--- config.mk ---
export PLATFORM = sky130hd
export DESIGN_NAME = uart_tx_feeder
export DESIGN_NICKNAME = d
export VERILOG_FILES = /design/src/rtl/uart_tx_feeder.sv
export SDC_FILE = /design/constraint.sdc
export NUM_CORES = 1
export LEC_CHECK = 0
export ABC_CLOCK_PERIOD_IN_PS = 5000
export BUFFER_PORTS_ARGS = -buffer_cell sky130_fd_sc_hd__buf_2
export CORE_MARGIN = 5
export CORE_UTILIZATION = 55
export CTS_CLUSTER_DIAMETER = 100
export DETAILED_ROUTE_END_ITERATION = 10
export GPL_TIMING_DRIVEN = 0
export HOLD_SLACK_MARGIN = 0.15
export PLACE_DENSITY = 0.74
export SYNTH_ARGS = -nofsm -noshare
export SYNTH_HDL_FRONTEND = slang
export SYNTH_SLANG_ARGS = --single-unit
--- constraint.sdc ---
create_clock -name clk_i -period 5 [get_ports clk_i]
set_clock_uncertainty 0.15 [all_clocks]
set_input_delay 1 -clock clk_i [delete_from_list [all_inputs] [get_ports clk_i]]
set_output_delay 1 -clock clk_i [all_outputs]
set_load 0.1 [all_outputs]
--- src/rtl/uart_tx_feeder.sv ---
// ---------------------------------------------------------------------------
// uart_tx_feeder
//
// Byte FIFO plus sequencer sitting directly upstream of uart_tx. Bytes written
// by the core are queued, then handed to uart_tx one at a time using its
// trigger/data/done handshake. A push into a full FIFO and a transmitter that
// never reports done are both reported through sticky flags.
//
// Parameters
//   DEPTH        FIFO entries (power of two, >= 2)
//   TIMEOUT_CYC  cycles allowed in S_WAIT for tx_done_i (>= 12)
//
// Ports
//   clk_i         clock, everything on the rising edge
//   reset_i       synchronous active-high reset
//   wr_en_i       push wr_data_i this cycle
//   wr_data_i     byte to transmit
//   wr_ready_o    FIFO not full, a push this cycle is accepted
//   fifo_count_o  number of bytes held in the FIFO
//   fifo_empty_o  FIFO holds no bytes
//   overflow_o    sticky: a push was attempted while full
//   ovf_clr_i     clears overflow_o and timeout_o (wins over a same-cycle set)
//   tx_trigger_o  one-cycle start pulse to uart_tx
//   tx_data_o     byte for uart_tx, changes only when a byte is popped
//   tx_busy_i     uart_tx busy
//   tx_done_i     uart_tx done, one cycle during the stop bit
//   timeout_o     sticky: uart_tx did not report done in time
//   idle_o        FIFO empty and sequencer idle
// ---------------------------------------------------------------------------
module uart_tx_feeder #(
  parameter  int DEPTH       = 16,
  parameter  int TIMEOUT_CYC = 32,
  localparam int CW          = $clog2(DEPTH) + 1
) (
  input  logic          clk_i,
  input  logic          reset_i,
  input  logic          wr_en_i,
  input  logic [7:0]    wr_data_i,
  output logic          wr_ready_o,
  output logic [CW-1:0] fifo_count_o,
  output logic          fifo_empty_o,
  output logic          overflow_o,
  input  logic          ovf_clr_i,
  output logic          tx_trigger_o,
  output logic [7:0]    tx_data_o,
  input  logic          tx_busy_i,
  input  logic          tx_done_i,
  output logic          timeout_o,
  output logic          idle_o
);

  localparam int AW = $clog2(DEPTH);
  localparam int TW = $clog2(TIMEOUT_CYC) + 1;

  typedef enum logic [1:0] {
    S_IDLE,
    S_TRIG,
    S_WAIT
  } state_t;

  // -------------------------------------------------------------------------
  // FIFO storage and bookkeeping
  // -------------------------------------------------------------------------
  logic [7:0]    mem [DEPTH];
  logic [AW-1:0] wr_ptr_q;
  logic [AW-1:0] rd_ptr_q;
  logic [CW-1:0] count_q;

  logic full;
  logic empty;
  logic push;
  logic pop;

  state_t        state_q;
  state_t        state_d;
  logic [TW-1:0] timer_q;
  logic          trigger;
  logic          timeout_set;

  assign full  = (count_q == CW'(DEPTH));
  assign empty = (count_q == '0);

  // A push into a full FIFO is dropped even if a pop frees a slot in the same
  // cycle: full is taken from registered state, so there is no pass-through.
  assign push = wr_en_i & ~full;
  // Pop only from S_IDLE; since count_q is registered a freshly pushed byte
  // is visible to the sequencer one cycle later (no fall-through).
  assign pop  = (state_q == S_IDLE) & ~empty;

  // NOTE: the byte array carries no reset; the pointers and count define
  // which entries are valid, so clearing storage would only cost area.
  always_ff @(posedge clk_i) begin
    if (push) begin
      mem[wr_ptr_q] <= wr_data_i;
    end
  end

  // NOTE: clocked state uses non-blocking assignments only, so every
  // register samples the pre-edge values regardless of statement order.
  always_ff @(posedge clk_i) begin
    if (reset_i) begin
      wr_ptr_q <= '0;
      rd_ptr_q <= '0;
      count_q  <= '0;
    end else begin
      // DEPTH is a power of two, so the pointers wrap by natural overflow.
      if (push) wr_ptr_q <= wr_ptr_q + 1'b1;
      if (pop)  rd_ptr_q <= rd_ptr_q + 1'b1;
      unique case ({push, pop})
        2'b10:   count_q <= count_q + 1'b1;
        2'b01:   count_q <= count_q - 1'b1;
        default: count_q <= count_q;
      endcase
    end
  end

  // tx_data_o only moves on a pop, so it stays stable while uart_tx captures
  // and shifts the byte.
  always_ff @(posedge clk_i) begin
    if (reset_i) begin
      tx_data_o <= 8'h00;
    end else if (pop) begin
      tx_data_o <= mem[rd_ptr_q];
    end
  end

  // -------------------------------------------------------------------------
  // Sequencer
  // -------------------------------------------------------------------------
  always_ff @(posedge clk_i) begin
    if (reset_i) begin
      state_q <= S_IDLE;
    end else begin
      state_q <= state_d;
    end
  end

  // NOTE: every output of this block is given a default before the case, so
  // no path leaves a signal unassigned and no latch is inferred.
  always_comb begin
    state_d     = state_q;
    trigger     = 1'b0;
    timeout_set = 1'b0;
    unique case (state_q)
      S_IDLE: begin
        if (!empty) state_d = S_TRIG;
      end
      S_TRIG: begin
        // Hold the popped byte until uart_tx is free, then fire once.
        if (!tx_busy_i) begin
          trigger = 1'b1;
          state_d = S_WAIT;
        end
      end
      S_WAIT: begin
        // done wins over a timeout seen in the same cycle.
        if (tx_done_i) begin
          state_d = S_IDLE;
        end else if (timer_q == TW'(TIMEOUT_CYC - 1)) begin
          timeout_set = 1'b1;
          state_d     = S_IDLE;
        end
      end
      default: state_d = S_IDLE;
    endcase
  end

  // Counts cycles spent in S_WAIT; cleared by the trigger. Saturates instead
  // of wrapping so a stuck value can never alias back to a small count.
  always_ff @(posedge clk_i) begin
    if (reset_i) begin
      timer_q <= '0;
    end else if (trigger) begin
      timer_q <= '0;
    end else if ((state_q == S_WAIT) && (timer_q != '1)) begin
      timer_q <= timer_q + 1'b1;
    end
  end

  // -------------------------------------------------------------------------
  // Sticky status flags; the clear request has priority over a new event.
  // -------------------------------------------------------------------------
  always_ff @(posedge clk_i) begin
    if (reset_i) begin
      overflow_o <= 1'b0;
      timeout_o  <= 1'b0;
    end else if (ovf_clr_i) begin
      overflow_o <= 1'b0;
      timeout_o  <= 1'b0;
    end else begin
      if (wr_en_i && full) overflow_o <= 1'b1;
      if (timeout_set)     timeout_o  <= 1'b1;
    end
  end

  // -------------------------------------------------------------------------
  // Outputs
  // -------------------------------------------------------------------------
  assign wr_ready_o   = ~full;
  assign fifo_count_o = count_q;
  assign fifo_empty_o = empty;
  assign tx_trigger_o = trigger;
  assign idle_o       = empty & (state_q == S_IDLE);

endmodule
# Word level (Yosys, flattened, before mapping)
# Memory sizes are Yosys's and may differ from the RTL's. A register that Yosys moved wholly into a read port is not among the register bits.
# Cells that the tools add are included.
totals:
  mem_count: 1
  ram_bits: 128
  output_inout_bits: 19
  ff_bits: 23
  word_cells: 49
  inputBits: 14
classes:
  bitwise_logic: 5
  n_eq_ne: 10
  addsub: 5
  n_reduce_logical: 8
  mux: 13
memory_table:
  columns: ["name", "depth", "width", "rd", "rd_clocked_by_memory_dff", "write_ports", "line_no", "source"]
  rows:
  - ["mem", 16, 8, 1, 1, 1, "64", "logic [7:0] mem [DEPTH];"]
op_table:
  columns: ["op", "count"]
  rows:
  - ["$pmux 5 s2", 1]
  - ["$add 4x1->4 const B", 2]
  - ["$mux 2", 4]
  - ["$mux 1", 7]
  - ["$add 6x1->6 const B", 1]
  - ["$eq 6x5->1 const B", 1]
  - ["$ne 6x6->1 const B", 1]
  - ["$pmux 2 s3", 1]
  - ["$add 5x1->5 const B", 1]
  - ["$eq 5x5->1 const B", 1]
  - ["$logic_not 5->1", 1]
  - ["$sub 5x1->5 const B", 1]
  - ["$eq 2x1->1 const B", 2]
  - ["$eq 2x2->1 const B", 2]
  - ["$ne 2x2->1 const B", 2]
  - ["$reduce_or 2->1", 2]
  - ["$and 1x1->1", 3]
  - ["$ne 3x3->1 const B", 1]
  - ["$reduce_and 3->1", 1]
  - ["$logic_and 1x1->1", 2]
  - ["$logic_not 2->1", 1]
  - ["$not 1->1", 2]
  - ["$reduce_bool 2->1", 1]

# Logic depth before layout (Yosys ltp)
# Gate-level depths: netlist of the first run.
depth:
  word_depth: 5
  ltp_mapped: 12
  mapped_depth_nobuf: 11

# Least setup slack after synthesis of the first run
# OpenSTA, ideal clock, no wires.
synth_path:
  kind: "flip-flop to output port"
  startpoint: "reg count_q[1] (netlist: fifo_count_o[1])"
  endpoint: "out idle_o"
  n_path_buf: 1
  path_stages_with_launch: 5
  arrival_ps: 3493
  path_slack_ps: 357
  required_time_ps: 3850
  path_cell_list: "dfxtp_1 > buf_2 > nor4_4 > nand2_1 > nor3_1"
synth_between:
  elab_chain_cells: 2
synth_rtl:
  columns: ["element", "line_no", "source"]
  rows:
  - ["start: declaration", "67", "logic [CW-1:0] count_q;"]
  - ["start signal: assignment", "110", "2'b10: count_q <= count_q + 1'b1;"]
  - ["start signal: assignment", "111", "2'b01: count_q <= count_q - 1'b1;"]
  - ["start signal: assignment", "112", "default: count_q <= count_q;"]
  - ["$logic_not 5->1", "81", "assign empty = (count_q == '0);"]
  - ["$and 1x1->1", "203", "assign idle_o = empty & (state_q == S_IDLE);"]
  - ["end: declaration", "49", "output logic idle_o"]
# Every way passes these cells.

# Worst setup path in the final report of the first run
# Same ends and word-level chain as after synthesis.

==> results, run 1 <==
- The number of flip-flops and latches in the synthesized netlist is between 150 and 200.
- After synthesis, the most frequently instantiated cells are 128 x edfxtp_1, 53 x nor2_1, 36 x mux2i_1.
- The first global-routing pass estimated between 15 and 20 mm of wire.
- Of all flip-flops after synthesis, the portion carrying an async set or reset was 0%.
- Synthesis handed over a netlist of between 400 and 500 instances.
- The post-route worst setup slack is 1.78 ns.
- The combined global-route utilization of all metal layers is 19.0%.
- The transition time of the tightest slew-check pin is about 1.3 ns.
- The share of the cycle needed by the critical path after routing is between 60% and 70%.
- The routed design has ~13 mm of wire.
- The initial antenna violation count was 0.
- The initial utilization of the core area, before any placement, comes to a little under three fifths.
- Of all nets on the critical path, the largest fanout is 7.
- The mean number of vias per cell is slightly below 6.
- The quantity of gates resized following cts is 0.
- The max-slew violation count came to 0.
- Clock-pin slew was measured on the worst setup and hold paths at roughly 0.06 ns.
- Buffers placed on the I/O ports in this run total 32.
- The total power after layout is roughly 3.9 mW.
- For this block, the initial DRC count from the detailed router was between 300 and 400.
- The highest clock rate is roughly 310 MHz.
- Counting along the longest clock path gives a buffer depth of 2.
- The dominant register cell in the synthesized netlist is edfxtp_1.
- The post-synth design cell area is 6410 um2.
- The area added between synthesis and finish is 14.7%.
- The number of hold buffers added after CTS is 0.
- The number of buffers added by the clock tree synthesis step is 17.
- In this run the worst setup path begins at fifo_count_o[1]$_SDFFE_PP0P_.
- The element type at the critical path end is an output port.
- Setup repair after global routing left no endpoint under its margin.
- The final layout contains 490 nets.
- STA classifies the critical path startpoint as a flip-flop.
- The share of synthesized area spent on multiplexers is 11.4%.
- The combinational family with the most area after synthesis is multiplexers.
- The final number of hold-violating endpoints is 0.
- By area the synthesized netlist is led by edfxtp_1 60%, dfxtp_1 9.7%, mux2i_1 5.6%, mux4_2 5.6%, nor2_1 3.1%.
- The H-tree was split into 4 levels.
- For this block, the via count after detailed routing is about 3,600.
- The floorplan row count is 39.
- The area share of the largest cell type after synthesis is 60.0%.
- Of the synthesized area, sequential elements account for between 60 and 70%.
- The synthesized netlist devotes around 1.8% of its cell area to XOR and XNOR gates.
- The total inserted antenna cells is 0.
- STA puts the critical path data arrival time at 2.07 ns.
- The height of the chip is approximately 120 um.
- Summed over all cells, the static leakage comes to 2.47 nW.
- The final routed wire length divided by cell count is 20.1 um.
- In this run the post-CTS setup repair buffer count came out at 0.
- The remaining global-route overflow is 0.
- The die covers ~14,000 um2.
- The startpoint identified for the worst hold timing path is tx_data_o[7]$_SDFFE_PP0P_.
- In this run the cell area measured after placement is a little under 7000 um2.
- Entering global routing, the biggest net connects 17 pins.
- The shortest clock period the worst path allows after layout is around 3.2 ns.
- The filler cell count in the final layout is 810.
- The Yosys step of the flow raised 0 warnings.
- The root buffer cell chosen for the clock tree is clkbuf_16.
- The flow ran to the end, and the final reports show no timing, DRC or antenna violations.
- In this run the tightest slew margin relative to its limit is 10.4%.
- IR analysis of the VDD net gives a maximum drop of between 0.5 and 0.6 mV.
- The path class of the lowest-slack min-delay path is flip-flop to flip-flop.
- Summing the areas of all fa, ha and maj instances in the mapped netlist gives between 1.5 and 2% of the synthesized area.
- The most frequent cell after synthesis is edfxtp_1.
- The synthesized design spends more area on one cell type than any other, namely edfxtp_1.
- The power per standard cell area is between 500 and 600 nW/um2.
- The detailed placer's ending HPWL is approximately 8.2 mm.
- Clock tree synthesis found a total of between 150 and 200 sinks.
- In this run the mean area of a mapped cell was 15.4 um2.
- The number of different library cells used by synthesis comes to 43.
- At the worst endpoint, the required time is 3.85 ns.
- The setup-violating endpoint count in the final report is 0.
- From left edge to right edge, the die measures ~120 um.
- The number of nets produced by synthesis is approximately 440.
- The area fraction in and, or, nand and nor cells after synthesis is a little over 7%.
- At the end of routability-driven placement, the weighted congestion stood at around 0.84.
- The startpoint-to-endpoint class of the critical path is flip-flop to output port.
- The count of flip-flops with a built-in enable after synthesis is 128.
- In this run the critical register-to-register path is launched from fifo_count_o[1]$_SDFFE_PP0P_.
- The synthesized netlist devotes between 5 and 6% of its cell area to compound gates.
- The iteration count of the initial detailed-routing pass is 5.
- The post-placement setup slack is 1.50 ns.
- The total area inside the core boundary comes to ~11,000 um2.
- The count of nets left with antenna violations once routing finished came out at 0.
- TritonCTS built the clock tree.
- The fraction of layout cells with a size suffix above 1 is 19.6%.
- The via count of the first global-routing pass is 3,615.
- The latest clock arrival within the worst-skew pair is about 0.42 ns.
- The remaining design rule violation count is 0.
- The number of max-cap violations is 0.
- The post-route cell area is between 7000 and 8000 um2.
- The number of top-level design ports is 33.
- Setup total negative slack on the finished layout was measured at 0 ns.
## sequential cells by signal, indices dropped and copies added, names as in the netlist
| register | flops |
|---|---|
| timeout_o | 1 |
| timer_q | 6 |
| fifo_count_o | 5 |
| wr_ptr_q | 4 |
| tx_data_o | 8 |
| overflow_o | 1 |
| rd_ptr_q | 4 |
| state_q | 2 |
| mem | 128 |
## critical path, cell delays in order, from the launching register on
cell     delay, ns
dfxtp_1       0.31
buf_2         0.17
nor4_4        0.43
nand2_1       0.16
nor3_1        0.14
buf_2         0.45
## cell type report
type	instances	area, um2	share of cell area (%)
clock inverters	11	165	2.25
well taps	143	179	2.43
multi-input cells	226	1800	24.5
repair buffers	32	160	2.18
flip-flops and latches	159	4460	60.7
inverters	7	26.3	0.357
plain buffers	23	119	1.62
clock buffers	21	440	5.99
## layer usage
metal | vias to the layer above | wire, um | track usage (%)
li1 | 1702 | - | -
met1 | 1791 | 5560 | 25.0
met2 | 101 | 6170 | 30.6
met3 | 9 | 640 | 6.01
met4 | 0 | 137 | 5.23
met5 | - | 0 | 0
## logic make-up (layout without fill, tap and decap cells)
| family | count (synthesis) | count (layout) |
|---|---|---|
| multiplexers | 53 | 53 |
| flip-flops | 159 | 159 |
| adder cells (fa/ha/maj) | 10 | 10 |
| AO/OA/AOI/OAI | 51 | 51 |
| XOR/XNOR | 13 | 13 |
| buffers and inverters | 30 | 94 |
| AND/OR/NAND/NOR | 99 | 99 |
## per-stage QoR
step	std cells	hold WS, ns	utilization [%]
after floorplan	415	0.352	-
after global placement	590	0.347	59.1
after detailed placement	590	0.351	59.1
after CTS	622	0.359	64.4
after global routing	622	0.365	64.4
final	622	0.361	64.4
## power by group
part / internal [mW] / switching, mW
logic: 0.310 / 0.748
clock network: 0.832 / 0.487
registers: 1.51 / 0.0554
## cell usage in the layout, fill, tap and decap left out, drive strengths merged
master	instances
nand2b	4
a21oi	5
o21ai	3
a311oi	8
ha	10
nand4	5
o21a	1
or3	2
a211o	1
mux4	16
a22oi	9
inv	7
o22ai	17
a21boi	1
xnor2	5
or2	1
and3	1
a21o	1
nor3b	2
nand3b	1
nor4	2
nor2b	3
bufinv	4
a221oi	1
clkinvlp	2
nor2	53
mux2i	36
edfxtp	128
buf	49
a211oi	2
xor2	8
a41oi	1
nand3	1
mux2	1
clkbuf	27
nor3	12
a31oi	1
nand2	12
dfxtp	31
clkinv	5
## path summary, 6_finish.rpt
check / endpoint / slack [ns] / depth (start not counted)
max: idle_o / 1.78 / 5
min: tx_data_o[7]$_SDFFE_PP0P_ / 0.36 / 2
max reg2reg: fifo_count_o[4]$_SDFFE_PP0P_ / 1.89 / 11
min reg2reg: tx_data_o[7]$_SDFFE_PP0P_ / 0.36 / 2
(Power assumes the default switching activity.)
==> run 2: changes to the inputs <==
--- a/config.mk
+++ b/config.mk
@@ -5,7 +5,7 @@
 export SDC_FILE = /design/constraint.sdc
 export NUM_CORES = 1
 export LEC_CHECK = 0
-export ABC_CLOCK_PERIOD_IN_PS = 5000
+export ABC_CLOCK_PERIOD_IN_PS = 3250
 export BUFFER_PORTS_ARGS = -buffer_cell sky130_fd_sc_hd__buf_2
 export CORE_MARGIN = 5
 export CORE_UTILIZATION = 55
==> constraint.sdc (replaced) <==
create_clock -name clk_i -period 3.25 [get_ports clk_i]
set_clock_uncertainty 0.15 [all_clocks]
set_input_delay 0.65 -clock clk_i [delete_from_list [all_inputs] [get_ports clk_i]]
set_output_delay 0.65 -clock clk_i [all_outputs]
set_load 0.1 [all_outputs]
==> results, run 2 (synthesis gave the netlist of run 1 again) <==
- The largest stage delay on the critical path is about 0.44 ns.
- For this design the static power due to leakage is approximately 2.4 nW.
- mem holds more flip-flops than any other register.
- The H-tree was split into 4 levels.
- The path class of the lowest-slack min-delay path is input port to flip-flop.
- The via count of the first global-routing pass is between 3,000 and 4,000.
- The maximum count of clock buffers along a single path is 2.
- The final routed wire length divided by cell count is between 20 and 25 um.
- The clock share of power is 29.4%.
- The total inserted antenna cells is 0.
- The setup-violating endpoint count in the final report is 0.
- Power spread over the standard cell area amounts to between 700 and 800 nW/um2.
- The worst setup path is captured at a flip-flop.
- After floorplanning, the core was divided into 39 placement rows.
- Headroom to the max-slew limit came out at 14.2%.
- The remaining design rule violation count is 0.
- The weighted congestion reported at the end of routability-driven placement is 0.838.
- The clock-pin transition on the worst setup and hold timing paths is about 0.050 ns.
- The type of origin of the critical path is a flip-flop.
- The final number of hold-violating endpoints was 0.
- The transition time of the tightest slew-check pin is 1.28 ns.
- The clock tree from TritonCTS is built.
- The completed layout was analyzed and its total power is approximately 5.7 mW.
- The combined global-route utilization of all metal layers is between 10% and 20%.
- The routed design could run at a clock period as short as between 2 and 3 ns.
- Data on the critical path is required at its endpoint by around 3.4 ns.
- The biggest fanout along the worst timing path is 9.
- The filler cells instantiated in the layout total approximately 840.
- The slowest cell on the critical path is a21boi_2.
- The wire length of the first global-routing pass is 20.3 mm.
- From synthesis to final layout, the design area changed by 13.3%.
- Grouping stages by cell kind, the critical path spends the most delay in compound AO/OA/AOI/OAI gates.
- The internal power of the cells is between 3 and 4 mW.
- Timing would allow up to between 300 and 400 MHz.
- For this design the top-level I/O count stands at 33.
- The latest clock arrival within the worst-skew pair is about 0.41 ns.
- The number of buffers added by the clock tree synthesis step is 17.
- The effective utilization at floorplan is 56.1%.
- Wires add up to ~13 mm.
- The startpoint-to-endpoint class of the critical path is flip-flop to flip-flop.
- The sum of negative setup slack is 0 ns.
- In this run the remaining antenna-violating nets after routing total 0.
- The multi-input combinational cells in the finished layout cover a total of roughly 1800 um2.
- The die is roughly 120 um wide.
- Summed over all nets, the switching power comes to roughly 1.9 mW.
- The count of buffer and inverter cells on the critical path is 2.
- The worst-case IR drop observed on VDD is about 1.1 mV.
- Entering global routing, the biggest net connects 17 pins.
- The sequential standard cell area is between 4000 and 5000 um2.
- The HPWL after detailed placement is 8.26 mm.
- Leaving out fill and tap cells, the most frequent cells in the layout are 128 x edfxtp_1, 53 x nor2_1, 43 x buf_2.
- Of the cells placed in the final design, the portion with a size suffix greater than 1 is between 10% and 20%.
- The overall die area is 13,900 um2.
- The critical path goes through buf_2 -> nor4_4 -> a21boi_2 -> inv_1 -> ha_2 -> xor2_1 -> ha_1 -> a21oi_1 -> a221oi_1 -> a21oi_1 -> mux2_2.
- The largest registers in the layout are mem x128, tx_data_o x8, timer_q x6.
- After layout, the worst path uses 91.0% of the clock period.
- The number of input and output port buffers inserted is 32.
- The library cell used most frequently in the layout, excluding fill and tap cells, is edfxtp_1.
- The initial antenna violation count is 0.
- The count of clock tree sinks is around 160.
- The count of nets after finishing is 490.
- The max-slew violation count is 0.
- The root cell of the clock tree is clkbuf_16.
- The first TritonRoute pass finished after 4 iterations.
- The combinational share of power is ~28%.
- After floorplanning, the core was sized to cover 11,400 um2.
- Per report_power, the sequential group accounts for between 40% and 50% of the total.
- For this run the aggregate overflow at the end of global routing stands at 0.
- Net switching is between 30% and 40% of the power.
- Setup repair after global routing left no endpoint under its margin.
- The via count is between 3,000 and 4,000.
- The height of the chip is 118 um.
- The number of flip-flops in the largest register is around 130.
- After detailed routing, the number of vias per cell comes to 5.72.
- The number of design-rule violations left by the first detailed-router iteration is 303.
- By instance count, the cell type seen most on the critical path is a21oi_1.
- The arrival time of data at the critical path endpoint is 3.10 ns.
- The run finished with clean final reports.
- The number of max-cap violations is 0.
==> run 2: worst register-to-register path, cell delays in order, from the launching register on <==
cell and delay (ns):
dfxtp_2 0.32, buf_2 0.19, nor4_4 0.08, a21boi_2 0.44, inv_1 0.15, ha_2 0.27
xor2_1 0.15, ha_1 0.19, a21oi_1 0.23, a221oi_1 0.13, a21oi_1 0.20, mux2_2 0.35
==> run 2: routing by layer <==
| metal | GRT usage (%) | part of all wire (%) |
|---|---|---|
| met3 | 4.76 | 7.9 |
| met2 | 29.3 | 49 |
| met5 | 0 | 0 |
| met1 | 26.6 | 42 |
| met4 | 8.03 | 1.9 |
==> run 2: path summary, 6_finish.rpt <==
kind                            slack [ns]                           end  depth (start not counted)                         start
worst max-delay path                  0.29  fifo_count_o[4]$_SDFFE_PP0P_                         11  fifo_count_o[1]$_SDFFE_PP0P_
worst min-delay path                  0.28       overflow_o$_SDFFE_PP0P_                          2                     ovf_clr_i
worst max register to register        0.29  fifo_count_o[4]$_SDFFE_PP0P_                         11  fifo_count_o[1]$_SDFFE_PP0P_
worst min register to register        0.36     tx_data_o[5]$_SDFFE_PP0P_                          2     tx_data_o[5]$_SDFFE_PP0P_
==> run 2: what timing repair did <==
item,CTS,global route
setup buffers,0,0
hold buffers,0,0
endpoints found under the setup margin,0,1
gates resized for setup,0,1
==> run 2: power by group through the flow <==
stage / registers (mW) / clock network [mW] / logic, mW
global route: 2.43 / 1.80 / 1.76
finish: 2.42 / 1.68 / 1.63
global placement: 2.45 / 0 / 1.60
detailed placement: 2.46 / 0 / 1.63
floorplan: 2.79 / 0 / 0.947
CTS: 2.42 / 1.71 / 1.63
==> run 2: area by class of cell <==
cell class / count / share of cell area (%)
clock inverters: 3 / 0.172
clock buffers: 29 / 6.62
plain buffers: 23 / 1.64
repair buffers: 32 / 2.21
flip-flops and latches: 159 / 61.6
inverters: 7 / 0.362
multi-input cells: 226 / 24.9
well taps: 143 / 2.47
==> run 2: stage by stage <==
step / worst slack [ns] / instances / cell area (um2) / util [%] / hold slack, ns
detailed placement: 0.103 / 590 / 6760 / 59.2 / 0.350
floorplan: 0.0329 / 415 / 6420 / - / 0.361
global placement: 0.189 / 590 / 6760 / 59.2 / 0.346
CTS: 0.175 / 622 / 7250 / 63.5 / 0.271
global route: 0.0728 / 622 / 7260 / 63.6 / 0.286
finish: 0.292 / 622 / 7260 / 63.6 / 0.285
